File: config.mk
export PLATFORM = sky130hd
export DESIGN_NAME = obi_periph_bridge
export DESIGN_NICKNAME = d
export VERILOG_FILES = /design/src/rtl/obi_periph_bridge_pkg.sv /design/src/rtl/obi_periph_bridge_reqq.sv /design/src/rtl/obi_periph_bridge.sv
export SDC_FILE = /design/constraint.sdc
export NUM_CORES = 1
export LEC_CHECK = 0
export CELL_PAD_IN_SITES_DETAIL_PLACEMENT = 2
export CELL_PAD_IN_SITES_GLOBAL_PLACEMENT = 2
export CORE_UTILIZATION = 31
export DETAILED_ROUTE_END_ITERATION = 8
export GPL_TIMING_DRIVEN = 0
export PLACE_DENSITY = 0.82
export SETUP_SLACK_MARGIN = 0.1
export SYNTH_ARGS = -nofsm -noshare
export SYNTH_HDL_FRONTEND = slang
export SYNTH_SLANG_ARGS = --single-unit
File: constraint.sdc
create_clock -name clk_i -period 13.9 [get_ports clk_i]
set_input_delay 3.475 -clock clk_i [delete_from_list [all_inputs] [get_ports clk_i]]
set_output_delay 3.475 -clock clk_i [all_outputs]
set_load 0.05 [all_outputs]
File: src/rtl/obi_periph_bridge_pkg.sv
// Shared types for the OBI-to-register-bus peripheral bridge.
// Latency: n/a (types, constants and a field-mapping helper only).
// Backpressure: n/a.
package obi_periph_bridge_pkg;

    localparam int unsigned ERR_CNT_W = 16;

    typedef enum logic [1:0] {
        IDLE   = 2'd0,
        ACCESS = 2'd1,
        RESP   = 2'd2
    } state_e;

    typedef struct packed {
        logic        req;
        logic [31:0] addr;
        logic        we;
        logic [3:0]  be;
        logic [31:0] wdata;
    } obi_req_t;

    typedef struct packed {
        logic        gnt;
        logic        rvalid;
        logic [31:0] rdata;
    } obi_resp_t;

    typedef struct packed {
        logic        valid;
        logic [31:0] addr;
        logic        write;
        logic [31:0] wdata;
        logic [3:0]  wstrb;
    } reg_req_t;

    typedef struct packed {
        logic        ready;
        logic [31:0] rdata;
        logic        error;
    } reg_rsp_t;

    // One buffered OBI transaction; the req handshake bit is not stored.
    typedef struct packed {
        logic [31:0] addr;
        logic        we;
        logic [3:0]  be;
        logic [31:0] wdata;
    } entry_t;

    function automatic entry_t obi_to_entry(input obi_req_t r);
        entry_t e;
        e.addr  = r.addr;
        e.we    = r.we;
        e.be    = r.be;
        e.wdata = r.wdata;
        return e;
    endfunction

endpackage

File: src/rtl/obi_periph_bridge_reqq.sv
// Circular request queue of DEPTH entries; any DEPTH >= 1, pointers wrap at DEPTH.
// Latency: pushed entry visible at head_o the cycle after the push.
// Backpressure: full_o/empty_o; caller must not push when full nor pop when empty.
module obi_periph_bridge_reqq
    import obi_periph_bridge_pkg::*;
#(
    parameter int unsigned DEPTH = 2
) (
    input  logic   clk_i,
    input  logic   rst_ni,
    input  logic   push_i,
    input  entry_t push_dat_i,
    input  logic   pop_i,
    output entry_t head_o,
    output logic   full_o,
    output logic   empty_o
);

    localparam int unsigned PTR_W = (DEPTH > 1) ? $clog2(DEPTH) : 1;
    localparam int unsigned CNT_W = $clog2(DEPTH + 1);

    entry_t             mem_q [DEPTH];
    logic [PTR_W-1:0]   wr_ptr_q, wr_ptr_d;
    logic [PTR_W-1:0]   rd_ptr_q, rd_ptr_d;
    logic [CNT_W-1:0]   cnt_q, cnt_d;

    // Explicit wrap so non-power-of-two depths never index past the last slot.
    function automatic logic [PTR_W-1:0] ptr_inc(input logic [PTR_W-1:0] p);
        return (p == PTR_W'(DEPTH - 1)) ? '0 : p + PTR_W'(1);
    endfunction

    // Next-state pointers and occupancy.
    always_comb begin
        wr_ptr_d = push_i ? ptr_inc(wr_ptr_q) : wr_ptr_q;
        rd_ptr_d = pop_i  ? ptr_inc(rd_ptr_q) : rd_ptr_q;
        cnt_d    = cnt_q;
        case ({push_i, pop_i})
            2'b10:   cnt_d = cnt_q + CNT_W'(1);
            2'b01:   cnt_d = cnt_q - CNT_W'(1);
            default: cnt_d = cnt_q;
        endcase
    end

    // Pointer/count registers; reset empties the queue.
    always_ff @(posedge clk_i) begin
        if (!rst_ni) begin
            wr_ptr_q <= '0;
            rd_ptr_q <= '0;
            cnt_q    <= '0;
        end else begin
            wr_ptr_q <= wr_ptr_d;
            rd_ptr_q <= rd_ptr_d;
            cnt_q    <= cnt_d;
        end
    end

    // Storage needs no reset: slots are only read after being written.
    always_ff @(posedge clk_i) begin
        if (push_i) begin
            mem_q[wr_ptr_q] <= push_dat_i;
        end
    end

    assign head_o  = mem_q[rd_ptr_q];
    assign full_o  = (cnt_q == CNT_W'(DEPTH));
    assign empty_o = (cnt_q == '0);

endmodule

File: src/rtl/obi_periph_bridge.sv
// OBI slave front-end: queues core requests, issues them one at a time on the reg bus, returns in-order responses.
// Latency: grant cycle 0 -> reg valid cycle 1 -> rvalid cycle 2 with immediate ready; 3 cycles per access back-to-back.
// Backpressure: gnt low while the queue is full; optional watchdog (OBI_PERIPH_BRIDGE_TIMEOUT_EN) aborts hung accesses.
module obi_periph_bridge
    import obi_periph_bridge_pkg::*;
#(
    parameter int unsigned DEPTH          = 2,
    parameter int unsigned TIMEOUT_CYCLES = 255,
    parameter logic [31:0] ERR_RDATA      = 32'hBADCAB1E
) (
    input  logic                 clk_i,
    input  logic                 rst_ni,
    input  obi_req_t             slave_req_i,
    output obi_resp_t            slave_resp_o,
    output reg_req_t             reg_req_o,
    input  reg_rsp_t             reg_rsp_i,
    output logic                 busy_o,
    output logic                 timeout_o,
    output logic [ERR_CNT_W-1:0] err_cnt_o
);

    state_e               state_q;
    entry_t               acc_q;
    logic [31:0]          rdata_q;
    logic                 rvalid_q;
    logic                 timeout_q;
    logic [ERR_CNT_W-1:0] err_cnt_q;

    entry_t head;
    logic   full, empty;
    logic   gnt, bypass, push, pop;
    logic   to_hit;
    logic   err_inc;

    // Grant depends only on the registered queue level, never on a same-cycle pop.
    assign gnt = slave_req_i.req & ~full;

    // With nothing queued and the FSM idle, a granted request goes straight into the
    // access register so the reg-bus access starts the very next cycle.
    assign bypass = (state_q == IDLE) & empty & gnt;
    assign push   = gnt & ~bypass;
    assign pop    = (state_q == IDLE) & ~empty;

    obi_periph_bridge_reqq #(
        .DEPTH(DEPTH)
    ) u_reqq (
        .clk_i     (clk_i),
        .rst_ni    (rst_ni),
        .push_i    (push),
        .push_dat_i(obi_to_entry(slave_req_i)),
        .pop_i     (pop),
        .head_o    (head),
        .full_o    (full),
        .empty_o   (empty)
    );

`ifdef OBI_PERIPH_BRIDGE_TIMEOUT_EN
    localparam int unsigned TO_W = $clog2(TIMEOUT_CYCLES + 1);

    logic [TO_W-1:0] to_cnt_q;

    // Counter holds the number of ACCESS cycles already elapsed; zero on entry.
    always_ff @(posedge clk_i) begin
        if (!rst_ni) begin
            to_cnt_q <= '0;
        end else if (state_q != ACCESS) begin
            to_cnt_q <= '0;
        end else begin
            to_cnt_q <= to_cnt_q + TO_W'(1);
        end
    end

    // Fires in the TIMEOUT_CYCLES-th ACCESS cycle; a same-cycle ready takes priority.
    assign to_hit = (state_q == ACCESS) & ~reg_rsp_i.ready &
                    (to_cnt_q == TO_W'(TIMEOUT_CYCLES - 1));
`else
    // No watchdog: ACCESS waits for ready indefinitely and TIMEOUT_CYCLES has no effect.
    assign to_hit = (TIMEOUT_CYCLES == 0) && 1'b0;
`endif

    // Access FSM with registered response and timeout pulse.
    always_ff @(posedge clk_i) begin
        if (!rst_ni) begin
            state_q   <= IDLE;
            acc_q     <= '0;
            rdata_q   <= '0;
            rvalid_q  <= 1'b0;
            timeout_q <= 1'b0;
        end else begin
            rvalid_q  <= 1'b0;
            timeout_q <= 1'b0;
            unique case (state_q)
                IDLE: begin
                    if (pop) begin
                        acc_q   <= head;
                        state_q <= ACCESS;
                    end else if (bypass) begin
                        acc_q   <= obi_to_entry(slave_req_i);
                        state_q <= ACCESS;
                    end
                end
                ACCESS: begin
                    if (reg_rsp_i.ready) begin
                        if (acc_q.we) begin
                            rdata_q <= '0;
                        end else if (reg_rsp_i.error) begin
                            rdata_q <= ERR_RDATA;
                        end else begin
                            rdata_q <= reg_rsp_i.rdata;
                        end
                        rvalid_q <= 1'b1;
                        state_q  <= RESP;
                    end else if (to_hit) begin
                        rdata_q   <= ERR_RDATA;
                        rvalid_q  <= 1'b1;
                        timeout_q <= 1'b1;
                        state_q   <= RESP;
                    end
                end
                RESP: begin
                    state_q <= IDLE;
                end
                default: begin
                    state_q <= IDLE;
                end
            endcase
        end
    end

    assign err_inc = ((state_q == ACCESS) & reg_rsp_i.ready & reg_rsp_i.error) | to_hit;

    // Saturating error counter: sticks at all-ones instead of wrapping.
    always_ff @(posedge clk_i) begin
        if (!rst_ni) begin
            err_cnt_q <= '0;
        end else if (err_inc && (err_cnt_q != '1)) begin
            err_cnt_q <= err_cnt_q + ERR_CNT_W'(1);
        end
    end

    always_comb begin
        slave_resp_o        = '0;
        slave_resp_o.gnt    = gnt;
        slave_resp_o.rvalid = rvalid_q;
        slave_resp_o.rdata  = rdata_q;

        reg_req_o       = '0;
        reg_req_o.valid = (state_q == ACCESS);
        reg_req_o.addr  = acc_q.addr;
        reg_req_o.write = acc_q.we;
        reg_req_o.wdata = acc_q.wdata;
        reg_req_o.wstrb = acc_q.be;
    end

    assign busy_o    = ~empty | (state_q != IDLE);
    assign timeout_o = timeout_q;
    assign err_cnt_o = err_cnt_q;

endmodule
==> results.yml <==
cts:
  ctsRootBufferMaster: "clkbuf_16"
  cts.clk_slew.worst_paths_ns: 0.06
  cts_max_level: 1
  clock_path_buffers: 3
  ctsHoldBuffers: 0
  cts_resized: 0
  cts_buffers: 31
  clk_latency_ns: 0.55
  cts.sinks: 263
  cts_tree: "built"
  cts_setup_buffers: 0
global_routing:
  overflow: 0
  grt_max_degree: 38
  grtUsageTotal_pct: 19.8
  antenna_found_initial: 1
  grt_pass1_vias: 8910
  grt_pass1_wl_um: 51600
worst_setup_path:
  worstSetupStartpointType: "primary input"
  reg2reg_slack_ns: 10.81
  crit_arrival_ns: 5.14
  cpMostUsedCell: "clkdlybuf4s50_1"
  crit_family: "buffers and inverters"
  path_cells: "clkdlybuf4s50_1 -> and2_1 -> buf_4 -> clkdlybuf4s50_1"
  max_stage_delay_ns: 0.85
  required_ns: 10.43
  crit_path_end_kind: "output port"
  path_class: "in2out"
  critPathBufInv: 3
  cp_slowest_cell: "clkdlybuf4s50_1"
  worstPathMaxFanout: 3
timing:
  final_max_slew_viol_count: 0
  rsz0062_at_grt: "false"
  period_needed_ns: 8.61
  slew-limit-headroom_pct: 33.9
  max_slew.worst_pin.slew_ns: 0.988
  post-route-period-util_pct: 61.9
  max_freq_ghz: 0.116
  setup_viol: 0
  finalHoldViolCount: 0
  finClkSkew_ns: 0.0131
  tns_ns: 0
synthesis:
  synthArstFlopShare_pct: 0
  synth-seq-area-share_pct: 64.8
  ys_warn_count: 0
  syn_area_per_cell_um2: 11.9
  synth_nets: 968
  synthCells: 860
  synth-edff-count: 138
  synth_ff_type: "edfxtp_1"
  synth_seq_cells: 263
  ys_types: 45
  synth.cell_area_um2: 10300
power:
  leakage_nw: 4.84
  ir_drop_v: 0.000101
  p_per_area_nw_per_um2: 217
status:
  status: "finished clean"
routing:
  via_count: 8021
  drcViolationCount: 0
  avgViaCountPerCell: 5.05
  first_iter_violations: 299
  wl_per_cell_um: 21.3
  wl_um: 33800
  first_pass_iters: 4
  ant_nets: 0
placed_design:
  gp_congestion: 0.755
  dp_hpwl_um: 23300
  io_buffers: 225
  dp_cells: 1530
final_layout:
  final_cell_mix: "225 x clkdlybuf4s50_1, 152 x a21oi_1, 138 x edfxtp_1"
  drive_gt1_share_pct: 7.25
  layout.cells.non_filler: 1587
  diodes: 0
  final_common_cell: "clkdlybuf4s50_1"
  nets: 1229
  syn_to_final_growth_pct: 37.2
die:
  die_w_um: 184
  num_rows: 66
  die_height_um: 184
  die_area_um2: 33800
  start_util_pct: 31.5
  fp.coreArea_um2: 32500
  ios: 228
job:
  maxCapViolCount: 0
min_path:
  hold_path_class: "reg2reg"
## report_power, final
part	internal [mW]	switching, mW	total [mW]
Combinational	0.408	0.817	1.22
Sequential	1.01	0.0753	1.08
Clock	0.431	0.318	0.749
Total	1.85	1.21	3.06
## area by class of cell
cell class	instances	area [µm²]
fill	3332	18500
sequential	263	6650
multi-input combinational	523	3290
timing repair buffer	228	2320
clock buffer	48	880
tap	442	553
buffer	71	325
clock inverter	9	46.3
inverter	3	11.3
## Yosys cell counts (3+ instances only)
library cell,n,area (µm²)
buf_2,26,130
or3_1,4,25.0
a22o_1,13,114
a21oi_1,152,761
mux2i_1,70,701
nor2_1,29,109
nand4_1,6,37.5
nand2_1,95,357
nand3_1,6,30.0
a211o_1,69,604
and2_1,3,18.8
dfxtp_1,125,2500
buf_4,5,37.5
o21ai_0,24,120
o21a_1,3,22.5
or4_1,7,52.6
edfxtp_1,138,4140
nand2b_1,3,18.8
o31ai_1,7,52.6
and3_1,5,31.3
clkbuf_1,39,146
## sequential cells by signal, summed over array words and instances, names as in the netlist, 2 cells and up, named ones only
register	flops
state_q	2
u_reqq.mem_q	138
reg_req_o	69
err_cnt_o	16
u_reqq.cnt_q	2
rdata_q	32
## logic make-up after synthesis
logic type                 share of synthesized area [%]
AOI/OAI and AO/OA                                   16.9
and+or+nand+nor                                     7.54
other                                             0.0366
buffers and inverters                               3.28
xor gates and xnor gates                           0.342
adders and majority gates                          0.244
muxes                                               6.83
DFF                                                 64.8
## per-layer routing
layer  GRT usage [%]  vias up  part of all wire [%]
li1                -     3714                     -
met1            23.9     4033                    42
met2            34.7      230                    49
met3            5.07       42                   6.7
met4            5.10        2                   2.0
met5               0        -                 0.033
## worst min-delay path, cell delays in order, from the launching register on
cell and delay (ns):
dfxtp_1 0.30, nand2_1 0.05, a21oi_1 0.05
## per-stage QoR
step                worst slack (ns)  hold slack (ns)  util, %  total power, mW  cell area [µm²]
floorplan                       6.65            0.480        -             1.87            10300
global placement                3.94            0.434     40.1             2.28            13100
detailed placement              5.29            0.446     40.4             2.33            13100
CTS                             5.28            0.454     43.2             3.09            14100
global route                    5.23            0.475     43.2             3.20            14100
finish                          5.29            0.453     43.2             3.06            14100
## path summary, 6_finish.rpt
kind	from	end	depth (start not counted)
worst min register to register	reg_req_o[10]	reg_req_o[10]	2
worst max-delay path	slave_req_i[69]	slave_resp_o[33]	4
worst max register to register	u_reqq.cnt_q[0]	u_reqq.mem_q[0][62]	6
worst min-delay path	reg_req_o[10]	reg_req_o[10]	2
Note: power is estimated with default switching activity, not from simulation.
